--- config.mk ---
export PLATFORM = sky130hd
export DESIGN_NAME = vga_window_controller
export DESIGN_NICKNAME = d
export VERILOG_FILES = /design/src/rtl/vga_window_controller.sv
export SDC_FILE = /design/constraint.sdc
export NUM_CORES = 1
export LEC_CHECK = 0
export ABC_AREA = 1
export BUFFER_PORTS_ARGS = -buffer_cell sky130_fd_sc_hd__buf_2
export CORE_MARGIN = 8
export CORE_UTILIZATION = 49
export DETAILED_ROUTE_END_ITERATION = 16
export PLACE_DENSITY_LB_ADDON = 0.12
export RECOVER_POWER = 25
export SLEW_MARGIN = 40
export SYNTH_ARGS = -nofsm -noshare
export SYNTH_HDL_FRONTEND = slang
export SYNTH_SLANG_ARGS = --single-unit
--- constraint.sdc ---
create_clock -name iVGA_CLK -period 7.4 [get_ports iVGA_CLK]
set_input_delay 1.11 -clock iVGA_CLK [delete_from_list [all_inputs] [get_ports iVGA_CLK]]
set_output_delay 1.11 -clock iVGA_CLK [all_outputs]
set_load 0.02 [all_outputs]
--- src/rtl/vga_window_controller.sv ---
// Programmable VGA timing with a windowed host-pixel fetch and border fill; oRequest at t+1, colour/sync/blank at t+2.
// No backpressure: the host must present a pixel the cycle after every oRequest.
module vga_window_controller #(
  parameter int COLOR_W = 4,
  parameter int H_ACT   = 640,
  parameter int H_FRONT = 16,
  parameter int H_SYNC  = 96,
  parameter int H_BACK  = 48,
  parameter int V_ACT   = 480,
  parameter int V_FRONT = 10,
  parameter int V_SYNC  = 2,
  parameter int V_BACK  = 33,
  parameter int HS_POL  = 0,
  parameter int VS_POL  = 0
) (
  input  logic                   iVGA_CLK,
  input  logic                   iRST,
  input  logic [COLOR_W-1:0]     iRed,
  input  logic [COLOR_W-1:0]     iGreen,
  input  logic [COLOR_W-1:0]     iBlue,
  input  logic [15:0]            iWin_X,
  input  logic [15:0]            iWin_Y,
  input  logic [15:0]            iWin_W,
  input  logic [15:0]            iWin_H,
  input  logic [3*COLOR_W-1:0]   iBorder,
  output logic                   oRequest,
  output logic                   oFrameDone,
  output logic [COLOR_W-1:0]     oVGA_R,
  output logic [COLOR_W-1:0]     oVGA_G,
  output logic [COLOR_W-1:0]     oVGA_B,
  output logic                   oVGA_H_SYNC,
  output logic                   oVGA_V_SYNC,
  output logic                   oVGA_BLANK_n,
  output logic                   oVGA_CLOCK
);

  localparam int H_TOTAL = H_ACT + H_FRONT + H_SYNC + H_BACK;
  localparam int V_TOTAL = V_ACT + V_FRONT + V_SYNC + V_BACK;
  localparam int CW3     = 3 * COLOR_W;
  localparam logic HS_LVL = HS_POL[0];
  localparam logic VS_LVL = VS_POL[0];

  logic [15:0]    h_cnt_q, h_cnt_d, v_cnt_q, v_cnt_d;
  logic [15:0]    win_x_q, win_x_d, win_y_q, win_y_d;
  logic [15:0]    win_w_q, win_w_d, win_h_q, win_h_d;
  logic           load_pend_q, load_pend_d;
  logic           req_q, req_d, fd_q, fd_d;
  logic           win1_q, win1_d, act1_q, act1_d;
  logic           hs1_q, hs1_d, vs1_q, vs1_d;
  logic           hs2_q, hs2_d, vs2_q, vs2_d, blank_q, blank_d;
  logic [CW3-1:0] rgb_q, rgb_d;

  logic        h_wrap, frame_pt, active, in_win;
  logic [15:0] ex, ey, ew, eh;

  always_comb begin
    h_wrap  = (h_cnt_q == 16'(H_TOTAL - 1));
    h_cnt_d = h_wrap ? 16'd0 : h_cnt_q + 16'd1;
    v_cnt_d = v_cnt_q;
    if (h_wrap) begin
      v_cnt_d = (v_cnt_q == 16'(V_TOTAL - 1)) ? 16'd0 : v_cnt_q + 16'd1;
    end

    frame_pt = (h_cnt_q == 16'd0) && (v_cnt_q == 16'(V_ACT));

    // The first cycle after reset uses the live inputs so line 0 is already windowed.
    ex = load_pend_q ? iWin_X : win_x_q;
    ey = load_pend_q ? iWin_Y : win_y_q;
    ew = load_pend_q ? iWin_W : win_w_q;
    eh = load_pend_q ? iWin_H : win_h_q;

    win_x_d = win_x_q;
    win_y_d = win_y_q;
    win_w_d = win_w_q;
    win_h_d = win_h_q;
    if (load_pend_q || frame_pt) begin
      win_x_d = iWin_X;
      win_y_d = iWin_Y;
      win_w_d = iWin_W;
      win_h_d = iWin_H;
    end
    load_pend_d = 1'b0;

    active = (h_cnt_q < 16'(H_ACT)) && (v_cnt_q < 16'(V_ACT));
    in_win = active
          && ({1'b0, h_cnt_q} >= {1'b0, ex}) && ({1'b0, h_cnt_q} < ({1'b0, ex} + {1'b0, ew}))
          && ({1'b0, v_cnt_q} >= {1'b0, ey}) && ({1'b0, v_cnt_q} < ({1'b0, ey} + {1'b0, eh}));

    req_d  = in_win;
    fd_d   = frame_pt;
    win1_d = in_win;
    act1_d = active;
    hs1_d  = (h_cnt_q >= 16'(H_ACT + H_FRONT)) && (h_cnt_q < 16'(H_ACT + H_FRONT + H_SYNC));
    vs1_d  = (v_cnt_q >= 16'(V_ACT + V_FRONT)) && (v_cnt_q < 16'(V_ACT + V_FRONT + V_SYNC));

    hs2_d   = hs1_q;
    vs2_d   = vs1_q;
    blank_d = act1_q;
    if (win1_q) begin
      rgb_d = {iBlue, iGreen, iRed};
    end else if (act1_q) begin
      rgb_d = iBorder;
    end else begin
      rgb_d = '0;
    end
  end

  always_ff @(posedge iVGA_CLK) begin
    if (iRST) begin
      h_cnt_q     <= '0;
      v_cnt_q     <= '0;
      win_x_q     <= '0;
      win_y_q     <= '0;
      win_w_q     <= '0;
      win_h_q     <= '0;
      load_pend_q <= 1'b1;
      req_q       <= 1'b0;
      fd_q        <= 1'b0;
      win1_q      <= 1'b0;
      act1_q      <= 1'b0;
      hs1_q       <= 1'b0;
      vs1_q       <= 1'b0;
      hs2_q       <= 1'b0;
      vs2_q       <= 1'b0;
      blank_q     <= 1'b0;
      rgb_q       <= '0;
    end else begin
      h_cnt_q     <= h_cnt_d;
      v_cnt_q     <= v_cnt_d;
      win_x_q     <= win_x_d;
      win_y_q     <= win_y_d;
      win_w_q     <= win_w_d;
      win_h_q     <= win_h_d;
      load_pend_q <= load_pend_d;
      req_q       <= req_d;
      fd_q        <= fd_d;
      win1_q      <= win1_d;
      act1_q      <= act1_d;
      hs1_q       <= hs1_d;
      vs1_q       <= vs1_d;
      hs2_q       <= hs2_d;
      vs2_q       <= vs2_d;
      blank_q     <= blank_d;
      rgb_q       <= rgb_d;
    end
  end

  // Sync flops hold "asserted"; polarity is applied on the way out.
  assign oVGA_H_SYNC  = hs2_q ? HS_LVL : ~HS_LVL;
  assign oVGA_V_SYNC  = vs2_q ? VS_LVL : ~VS_LVL;
  assign oVGA_BLANK_n = blank_q;
  assign oRequest     = req_q;
  assign oFrameDone   = fd_q;
  assign oVGA_R       = rgb_q[COLOR_W-1:0];
  assign oVGA_G       = rgb_q[2*COLOR_W-1:COLOR_W];
  assign oVGA_B       = rgb_q[3*COLOR_W-1:2*COLOR_W];
  assign oVGA_CLOCK   = iVGA_CLK;

endmodule

==> impl_results.md <==
* Launching element type of the critical path: clock port
* Post-CTS repair timing setup buffer count at 0
* Sum of net half-perimeters after detailed placement at 17.11 mm
* Antenna violations before repair at 0
* Die outline height at 151.3 µm
* Top FF cell, synth: dfxtp_1
* Dominant cells by area after synthesis: dfxtp_1, ha_1, nand2_1
* Synth cell types at ~50
* Worst Tran Pin Value at approximately 2.8 ns
* Number of buffers inserted for hold repair after clock tree synthesis at 0
* End point of the critical path: oVGA_CLOCK
* Via count at around 8,400
* Wire length of the first global-routing pass at just under 40 mm
* Violated checks: capacitance limit, slew limit
* Area taken by flip-flops and latches at approximately 2300 µm²
* Cell count after synthesis at approximately 1,300
* Leakage power of the design at about 4.7 nW
* Antenna cells at 0
* Worst setup path startpoint: iVGA_CLK
* Clock tree from TritonCTS: done
* Finished Layout Cells at 1,582
* Effective utilization at floorplan at 49.97%
* Sequential cell area fraction in the yosys report at 26.09%
* 1st-iter DRT viols at 533
* Global-route usage over all layers at 20.88%
* Avg WL per Cell at 14.67 µm
* Combined area of the multi-input logic cells at 5844 µm²
* Register clock-pin slew on the reported worst setup and hold paths at 0.05 ns
* Async SR Flop Fraction at 0%
* Layout net count at approximately 1,500
* Area enclosed by the die boundary at 22,910 µm²
* Total standard cell area after synthesis at 8976 µm²
* Final setup violating endpoints at 0
* Logic depth of the worst register-to-register path at 23
* Arrival time at the worst endpoint at 4.09 ns
* Number of fill cells at 1,728
* Final design utilization at 56.39%
* Unrepaired setup endpoints after global routing: no
* Synthesis Warnings at 0
* Vias in the first global route at roughly 7,900
* DRC viols at 0
* Critical path required time at 6.29 ns
* Post-detailed-routing wire length at 23.21 mm
* Pins Over Slew Limit at between 90 and 100
* Largest net degree at the start of global routing at slightly above 70
* Result of the run: complete, but fails checks
* Maxcap violations at 2
* Total number of placement rows at between 40 and 50
* Area fraction of the dominant cell type after synthesis at 26.09%
* Slowest Stage Delay on Critical Path at 0.15 ns
* Sequence of cells on the critical path: clkbuf_16 -> clkbuf_16 -> buf_2
* Post-CTS resize count at 0
* Capturing point of the worst reg2reg path: win1_q
* Remaining global-route overflow at 0
* Average instance area after synthesis at 7.130 µm²
* Worst Path Class, Setup: clk2out
* Number of register bits inferred by synthesis at 117
* Synthesis-to-layout area growth at 12.85%
* CP delay by family, top: buffers and inverters
* Fin Clk Skew at 0.01115 ns
* Die outline width at approximately 150 µm
* CP Capture Type: output port
* Leading cell types by count after synthesis: nand2_1, dfxtp_1, inv_1
* Final-report hold violation count at 0
* Cell mode on critical path: clkbuf_16
* Worst path setup slack after routing at 2.197 ns
* Worst slack at placement at 2.299 ns
* Total iterations of the first detailed-routing run at 5
* Worst path depth at 3
* Worst R2R Setup Slack at 2.82 ns
* Most common cell in the netlist: nand2_1
* Cell total after placement at 1,549
* Routed vias/inst at 5.293
* Port Buffer Count at ~110
* Net Count, Synth at 1,449
* Core Footprint at 17,960 µm²
* Largest area contributor in the synthesized netlist: dfxtp_1
* Number of enable-type register cells in the synthesized netlist at 0
* GPL Wtd Cong at between 0.8 and 0.9
* Total Negative Setup Slacks at 0 ns
* Startpoint of the worst-slack reg-to-reg timing path: load_pend_q
* Sum of buffers and inverters on the critical path at 3
* Crit-path slowest cell: buf_2
* Peak supply drop at 0.1821 mV
* Ports at 108
* Crit Path Max Fanout at 2
* Max-slew headroom at the worst pin at -88.16%
* Class of the worst hold path: reg2reg
* Clock latency on the worst-skew pair at about 0.54 ns
* Share of layout cells above drive strength 1 at 21.29%
* Antenna viol nets, final at 0
* Power density over the cells at a little under 200 nW/µm²
==> cell usage in the layout (no fill, tap or decap), types with 5 or more instances in the layout <==
| cell type | synthesis | layout |
|---|---|---|
| nor3_1 | 26 | 26 |
| dfxtp_1 | 117 | 116 |
| or2_2 | 32 | 32 |
| clkbuf_1 | 25 | 15 |
| inv_1 | 116 | 115 |
| o21ai_0 | 58 | 58 |
| nand2_2 | 52 | 52 |
| ha_1 | 98 | 98 |
| nand2_1 | 286 | 286 |
| a211oi_1 | 5 | 5 |
| a21oi_2 | 50 | 50 |
| nor4_1 | 8 | 8 |
| buf_2 | 4 | 94 |
| nand4_1 | 13 | 13 |
| clkbuf_16 | 0 | 20 |
| a21oi_1 | 92 | 92 |
| xnor2_1 | 17 | 17 |
| nand3_1 | 107 | 107 |
| a21o_1 | 5 | 5 |
| nor2_1 | 64 | 63 |
| xor2_1 | 20 | 20 |
==> worst min-delay path, cell delays in order, from the launching register on <==
cell and delay (ns):
dfxtp_1 0.29, inv_1 0.04, nor2_1 0.03
==> layout make-up <==
cell class                 count  area share, %
clock buffer                  24          5.299
clock inverter                10          1.235
multi-input combinational    972          57.70
inverter                     120          4.471
sequential                   117          23.13
timing repair buffer         110          5.336
tap                          229          2.829
==> per-layer routing <==
layer | up-vias | wire length [µm] | track usage (%)
li1 | 4356 | - | -
met1 | 3787 | 11920 | 30.04
met2 | 210 | 9720 | 31.27
met3 | 20 | 1347 | 3.944
met4 | 0 | 224 | 5.096
met5 | - | 0 | 0
==> worst min path at each step <==
stage,from,end,slack (ns),cells after the start
after floorplan,hs1_q,hs2_q,0.39,2
after global placement,vs1_q,vs2_q,0.39,2
after detailed placement,hs1_q,hs2_q,0.40,2
after CTS,hs1_q,hs2_q,0.41,2
after global routing,hs1_q,hs2_q,0.44,2
final,vs1_q,vs2_q,0.41,2
==> registers in the layout, indices dropped and copies added, names as in the netlist <==
register,count
win_x_q,16
v_cnt_q,16
oFrameDone,1
hs2_q,1
win1_q,1
act1_q,1
load_pend_q,1
win_w_q,16
rgb_q,12
oVGA_BLANK_n,1
vs1_q,1
vs2_q,1
win_y_q,16
win_h_q,16
hs1_q,1
h_cnt_q,16
==> kinds of logic after synthesis <==
| group | count (synthesis) | synth area share [%] |
|---|---|---|
| and+or+nand+nor | 610 | 32.10 |
| xor gates and xnor gates | 37 | 3.610 |
| AOI/OAI and AO/OA | 225 | 15.26 |
| buffers and inverters | 170 | 8.824 |
| DFF | 117 | 26.09 |
| adders and majority gates | 100 | 14.11 |
==> power by group <==
part           total (mW)  switching, mW  internal (mW)  leakage, nW
Combinational       0.414          0.252          0.161         3.47
Clock               0.925          0.340          0.585        0.312
Sequential          0.667         0.0120          0.655        0.958
==> metrics by stage <==
| step | instance area [µm²] | hold WS [ns] | total power, mW |
|---|---|---|---|
| 6_report | 10130 | 0.4064 | 2.005 |
| 2_1_floorplan | 8976 | 0.3883 | 1.006 |
| 4_1_cts | 10150 | 0.4086 | 2.018 |
| 3_3_place_gp | 9492 | 0.3916 | 1.098 |
| 3_5_place_dp | 9492 | 0.3996 | 1.102 |
| 5_1_grt | 10130 | 0.4398 | 2.109 |
No activity file was read; power rests on OpenSTA's default activity.
